<file path="src/rtl/uart_rx_pkg.sv">
// Shared types and constants for the UART receive path.
// Holds the frame state encoding, the legal oversampling ratios and a legality helper.
package uart_rx_pkg;

    typedef enum logic [2:0] {
        StIdle,
        StStart,
        StData,
        StParity,
        StStop
    } rx_state_t;

    localparam int unsigned PRESCALE_8  = 8;
    localparam int unsigned PRESCALE_16 = 16;
    localparam int unsigned PRESCALE_32 = 32;
    localparam int unsigned DATA_BITS   = 8;

    function automatic logic prescale_legal(input int unsigned p);
        return (p == PRESCALE_8) || (p == PRESCALE_16) || (p == PRESCALE_32);
    endfunction

endpackage

</file>
<file path="src/rtl/edge_bit_counter.sv">
// Oversampling edge counter and frame bit counter for the UART receiver.
// Counts while enabled, wraps the edge index at the end of each bit and advances the bit index.
module edge_bit_counter
    import uart_rx_pkg::*;
#(
    parameter int unsigned EDGE_W = 6,
    parameter int unsigned BIT_W  = 4
) (
    input  logic              CLK,
    input  logic              RST,
    input  logic              enable,
    input  logic [EDGE_W-1:0] prescale,
    output logic [EDGE_W-1:0] edge_cnt,
    output logic [BIT_W-1:0]  bit_cnt,
    output logic              bit_end
);

    logic [EDGE_W-1:0] edge_q, edge_d;
    logic [BIT_W-1:0]  bit_q, bit_d;

    assign bit_end = (edge_q == prescale - EDGE_W'(1));

    always_comb begin
        edge_d = edge_q;
        bit_d  = bit_q;
        if (!enable) begin
            edge_d = '0;
            bit_d  = '0;
        end else if (bit_end) begin
            edge_d = '0;
            bit_d  = bit_q + BIT_W'(1);
        end else begin
            edge_d = edge_q + EDGE_W'(1);
        end
    end

    always_ff @(posedge CLK) begin
        if (!RST) begin
            edge_q <= '0;
            bit_q  <= '0;
        end else begin
            edge_q <= edge_d;
            bit_q  <= bit_d;
        end
    end

    assign edge_cnt = edge_q;
    assign bit_cnt  = bit_q;

endmodule

</file>
<file path="src/rtl/uart_rx_fsm.sv">
// UART receive frame controller: start detection, bit sequencing, deserialization and
// error pulses for one start bit, eight data bits, optional parity and one stop bit.
module uart_rx_fsm
    import uart_rx_pkg::*;
#(
    parameter int unsigned DATA_W = 8,
    parameter int unsigned EDGE_W = 6
) (
    input  logic              CLK,
    input  logic              RST,
    input  logic              RX_IN,
    input  logic              PAR_EN,
    input  logic [EDGE_W-1:0] Prescale,
    input  logic              sampled_bit,
    input  logic              par_err,
    output logic              samp_en,
    output logic              par_chk_en,
    output logic [EDGE_W-1:0] edge_cnt,
    output logic [3:0]        bit_cnt,
    output logic [DATA_W-1:0] P_DATA,
    output logic              data_valid,
    output logic              strt_glitch,
    output logic              stop_err
);

    localparam int unsigned IDX_W = $clog2(DATA_W);

    rx_state_t         state_q, state_d;
    logic              par_en_q;
    logic [EDGE_W-1:0] prescale_q;
    logic [EDGE_W-1:0] prescale_sel;
    logic              par_flag_q;
    logic [DATA_W-1:0] p_data_q;
    logic              cfg_load;
    logic              bit_end;
    logic              cnt_enable;
    logic [IDX_W-1:0]  data_idx;

    assign prescale_sel = prescale_legal(32'(Prescale)) ? Prescale : EDGE_W'(PRESCALE_8);

    // Counting starts on the start-detect cycle itself, so that cycle is edge 0.
    assign cnt_enable = (state_d != StIdle);

    edge_bit_counter #(
        .EDGE_W (EDGE_W),
        .BIT_W  (4)
    ) u_edge_bit_counter (
        .CLK      (CLK),
        .RST      (RST),
        .enable   (cnt_enable),
        .prescale (prescale_q),
        .edge_cnt (edge_cnt),
        .bit_cnt  (bit_cnt),
        .bit_end  (bit_end)
    );

    assign data_idx = IDX_W'(bit_cnt - 4'd1);

    always_comb begin
        state_d     = state_q;
        cfg_load    = 1'b0;
        data_valid  = 1'b0;
        strt_glitch = 1'b0;
        stop_err    = 1'b0;
        unique case (state_q)
            StIdle: begin
                if (!RX_IN) begin
                    state_d  = StStart;
                    cfg_load = 1'b1;
                end
            end
            StStart: begin
                if (bit_end) begin
                    if (sampled_bit) begin
                        strt_glitch = 1'b1;
                        state_d     = StIdle;
                    end else begin
                        state_d = StData;
                    end
                end
            end
            StData: begin
                if (bit_end && (bit_cnt == 4'(DATA_BITS))) begin
                    state_d = par_en_q ? StParity : StStop;
                end
            end
            StParity: begin
                if (bit_end) begin
                    state_d = StStop;
                end
            end
            StStop: begin
                if (bit_end) begin
                    stop_err   = ~sampled_bit;
                    data_valid = sampled_bit & ~par_flag_q;
                    state_d    = StIdle;
                end
            end
            default: state_d = StIdle;
        endcase
        if (!RST) begin
            state_d     = StIdle;
            cfg_load    = 1'b0;
            data_valid  = 1'b0;
            strt_glitch = 1'b0;
            stop_err    = 1'b0;
        end
    end

    always_ff @(posedge CLK) begin
        if (!RST) begin
            state_q    <= StIdle;
            par_en_q   <= 1'b0;
            prescale_q <= EDGE_W'(PRESCALE_8);
            par_flag_q <= 1'b0;
            p_data_q   <= '0;
        end else begin
            state_q <= state_d;
            if (cfg_load) begin
                par_en_q   <= PAR_EN;
                prescale_q <= prescale_sel;
            end
            if ((state_q == StData) && bit_end) begin
                p_data_q[data_idx] <= sampled_bit;
            end
            // The checker drops par_err one cycle after par_chk_en falls; edge 0 of STOP
            // is the last cycle its verdict is still on the wire.
            if ((state_q == StStop) && (edge_cnt == '0)) begin
                par_flag_q <= par_err & par_en_q;
            end
        end
    end

    assign samp_en    = (state_q != StIdle);
    assign par_chk_en = (state_q == StData) || (state_q == StParity);
    assign P_DATA     = p_data_q;

endmodule

</file>
<file path="config.mk">
export PLATFORM = sky130hd
export DESIGN_NAME = uart_rx_fsm
export DESIGN_NICKNAME = d
export VERILOG_FILES = /design/src/rtl/uart_rx_pkg.sv /design/src/rtl/edge_bit_counter.sv /design/src/rtl/uart_rx_fsm.sv
export SDC_FILE = /design/constraint.sdc
export NUM_CORES = 1
export LEC_CHECK = 0
export CAP_MARGIN = 20
export CORE_MARGIN = 2
export CORE_UTILIZATION = 50
export DETAILED_ROUTE_END_ITERATION = 16
export PLACE_DENSITY = 0.81
export SETUP_SLACK_MARGIN = 0.1
export SLEW_MARGIN = 20
export SYNTH_ARGS = -nofsm -noshare
export SYNTH_HDL_FRONTEND = slang
export SYNTH_HIERARCHICAL = 1
export SYNTH_SLANG_ARGS = --single-unit
</file>
<file path="constraint.sdc">
create_clock -name CLK -period 4 [get_ports CLK]
set_input_delay 1 -clock CLK [delete_from_list [all_inputs] [get_ports CLK]]
set_output_delay 1 -clock CLK [all_outputs]
set_load 0.1 [all_outputs]
</file>
==> results.yml <==
drt:
  drt-wirelength-per-cell_um: 14.0
  postRouteAntennaNets: 0
  dr.pass1.iters: 4
  routed_wirelength_mm: 3.61
  first_iter_violations: 36
  vias_per_cell: 5.63
  drc: 0
  vias: 1447
critical_path:
  required_ns: 3.00
  cp-start-kind: "register"
  slowest_stage: "dfxtp_1"
  worstSetupPathType: "register to output pin"
  worstPathArrival_ns: 2.69
  startpoint: "prescale_q[0]"
  path_max_fanout: 17
  cpPeakStageDelay_ns: 0.43
  critPathCaptureType: "output pin"
  path_delay_family: "simple AND/OR/NAND/NOR gates"
  path_buf_inv: 2
  rr_startpoint: "prescale_q[0]"
  critical_path.cell_chain: "inv_1 -> ha_1 -> or2b_1 -> o211a_1 -> o31ai_4 -> and2_4 -> nand2_1 -> nor4b_4 -> buf_12"
power_and_ir_drop:
  power_density_mw_per_mm2: 280
  leakage_nw: 0.845
  pwr-share-clk: 0.422
  power_switching_share: 0.224
  seq_power_share: 0.496
  ir_worst_vdd_uv: 187
  power_frac_comb: 0.081
  intPower_w: 0.000460
  p_switching_w: 0.000133
timing:
  rsz0062_at_grt: "false"
  hold_viol: 0
  fin_setup_tns_ns: 0
  setup_viol: 0
  fmax_mhz: 271
  tightest_slew_ns: 0.986
  period_share: 0.921
  slew_violations: 0
  relSlewSlack: 0.340
  min_period_ns: 3.69
  fin_skew_ns: 0.0164
min_path:
  hold_start: "P_DATA[7]"
  hp-class: "register to register"
clock_tree:
  cts_made_buffers: 5
  cts_tree: "done"
  cts.clk_slew.worst_paths_ns: 0.09
  cts_setup_buffers: 0
  cts_hold_buf: 0
  clockBufferDepth: 2
  cts_root_buf: "clkbuf_4"
  htreeDepth: 2
  worstSkewPairLatency_ns: 0.33
  cts_resized: 0
  cts_sinks: 29
die:
  io_pins: 35
  die_w_um: 61.0
  core_mm2: 0.00308
  rows: 20
  start_util: 0.527
  die_y_um: 61.0
  dieArea_mm2: 0.00371
cells_and_area:
  design_area_mm2: 0.00212
  fillers: 265
  finalNetCount: 229
  syn_to_final_growth_pct: 30.7
  drive_gt1_frac: 0.141
  diodes: 0
global_route:
  grt_start_max_net_pins: 18
  grt_util_all_layers: 0.220
  overflow: 0
  antenna_found_initial: 0
  grt_first_pass_wirelength_mm: 5.91
  grt_pass1_vias: 1357
synthesis:
  syn_area_mm2: 0.00162
  ys_types: 47
  synthCells: 177
  synth_seq_cells: 29
  ys_warn_count: 6
  ys_seq_area_frac: 0.358
  dominantRegCellSynth: "dfxtp_1"
  async_reset_ff_frac: 0
  synth_edf_count: 0
  syn_nets: 194
  synth_area_per_cell_um2: 9.16
place:
  gp_congestion: 0.790
  hpwl_mm: 2.68
  placed_cell_area_mm2: 0.00203
  port_buffers: 34
run:
  maxCapViolCount: 0
status:
  status: "finished, final reports clean"
## kinds of logic (layout without fill, tap and decap cells)
kind of cell	Yosys count	count (layout)	share of synthesized area
AOI/OAI and AO/OA	23	23	0.103
buffers and inverters	16	52	0.0494
and+or+nand+nor	81	81	0.319
DFF	29	29	0.358
adders and majority gates	5	5	0.0386
xor gates and xnor gates	13	13	0.0702
muxes	10	10	0.0617
## Yosys cell counts (4+ instances only)
library cell | count | area share
nand3_1 | 11 | 0.034
and3_1 | 5 | 0.019
nand4_1 | 6 | 0.023
nand2_1 | 9 | 0.021
nor2b_1 | 11 | 0.042
nand4b_1 | 4 | 0.022
a21oi_1 | 5 | 0.015
dfxtp_1 | 29 | 0.36
ha_1 | 5 | 0.039
inv_1 | 9 | 0.021
o21ai_0 | 5 | 0.015
nor2_1 | 8 | 0.019
xnor2_1 | 4 | 0.022
xor2_1 | 9 | 0.049
nor3_1 | 6 | 0.019
mux2i_1 | 10 | 0.062
## state kept, by name, summed over array words and instances, names as in the netlist
| register | flops |
|---|---|
| u_edge_bit_counter/bit_cnt | 4 |
| par_en_q | 1 |
| state_q | 3 |
| prescale_q | 6 |
| P_DATA | 8 |
| u_edge_bit_counter/edge_cnt | 6 |
| par_flag_q | 1 |
## power by group through the flow
stage	logic (W)	clock network, W	registers [W]
detailed placement	0.0000479	0	0.000301
global route	0.0000518	0.000270	0.000295
floorplan	0.0000256	0	0.000305
finish	0.0000484	0.000251	0.000295
CTS	0.0000483	0.000257	0.000295
global placement	0.0000469	0	0.000301
## worst paths after layout
kind	to	slack [ns]	depth (start not counted)
setup / recovery	strt_glitch	0.31	9
hold / removal	P_DATA[7]	0.53	2
setup reg to reg	u_edge_bit_counter/bit_cnt[0]	0.70	13
hold reg to reg	P_DATA[7]	0.53	2
## tightest hold or removal path: stages, from the launching register on
cell     delay (ns)
dfxtp_1        0.32
mux2i_1        0.12
nor2b_1        0.05
## per-stage QoR
step | total power (W) | cells | utilization | hold WS [ns] | setup WS, ns
after floorplan | 0.000330 | 177 | - | 0.453 | 0.122
after global placement | 0.000348 | 249 | 0.661 | 0.471 | 0.575
after detailed placement | 0.000349 | 249 | 0.661 | 0.506 | 0.548
after CTS | 0.000600 | 257 | 0.689 | 0.533 | 0.300
after global routing | 0.000617 | 257 | 0.689 | 0.550 | 0.151
final | 0.000594 | 257 | 0.689 | 0.528 | 0.315
## metal layers
metal / track usage / share of wire
met4: 0.0963 / 0.020
met3: 0.0682 / 0.049
met5: 0 / 0
met2: 0.376 / 0.50
met1: 0.253 / 0.43
## cell usage in the layout, fill, tap and decap left out, types with 4 or more instances in the layout
cell | Yosys | routed
clkbuf_4 | 0 | 5
nor2b_1 | 11 | 11
inv_1 | 9 | 9
a21oi_1 | 5 | 5
nand3_1 | 11 | 11
nor3_1 | 6 | 6
xor2_1 | 9 | 9
buf_4 | 1 | 4
nand4b_1 | 4 | 4
ha_1 | 5 | 5
nor2_1 | 8 | 7
nand2_1 | 9 | 9
xnor2_1 | 4 | 4
o21ai_0 | 5 | 5
and3_1 | 5 | 5
nand4_1 | 6 | 6
dfxtp_1 | 29 | 25
dfxtp_2 | 0 | 4
clkdlybuf4s50_1 | 0 | 28
mux2i_1 | 10 | 10
## cell type report
type                       instances  area, um2  share of cell area
clock buffer                       7       55.1              0.0260
clock inverter                     1       30.0              0.0142
inverter                           9       33.8              0.0159
multi-input combinational        132        990               0.467
sequential                        29        586               0.276
tap                               44       55.1              0.0260
timing repair buffer              35        370               0.175
Power figures use the tool's default switching activity.
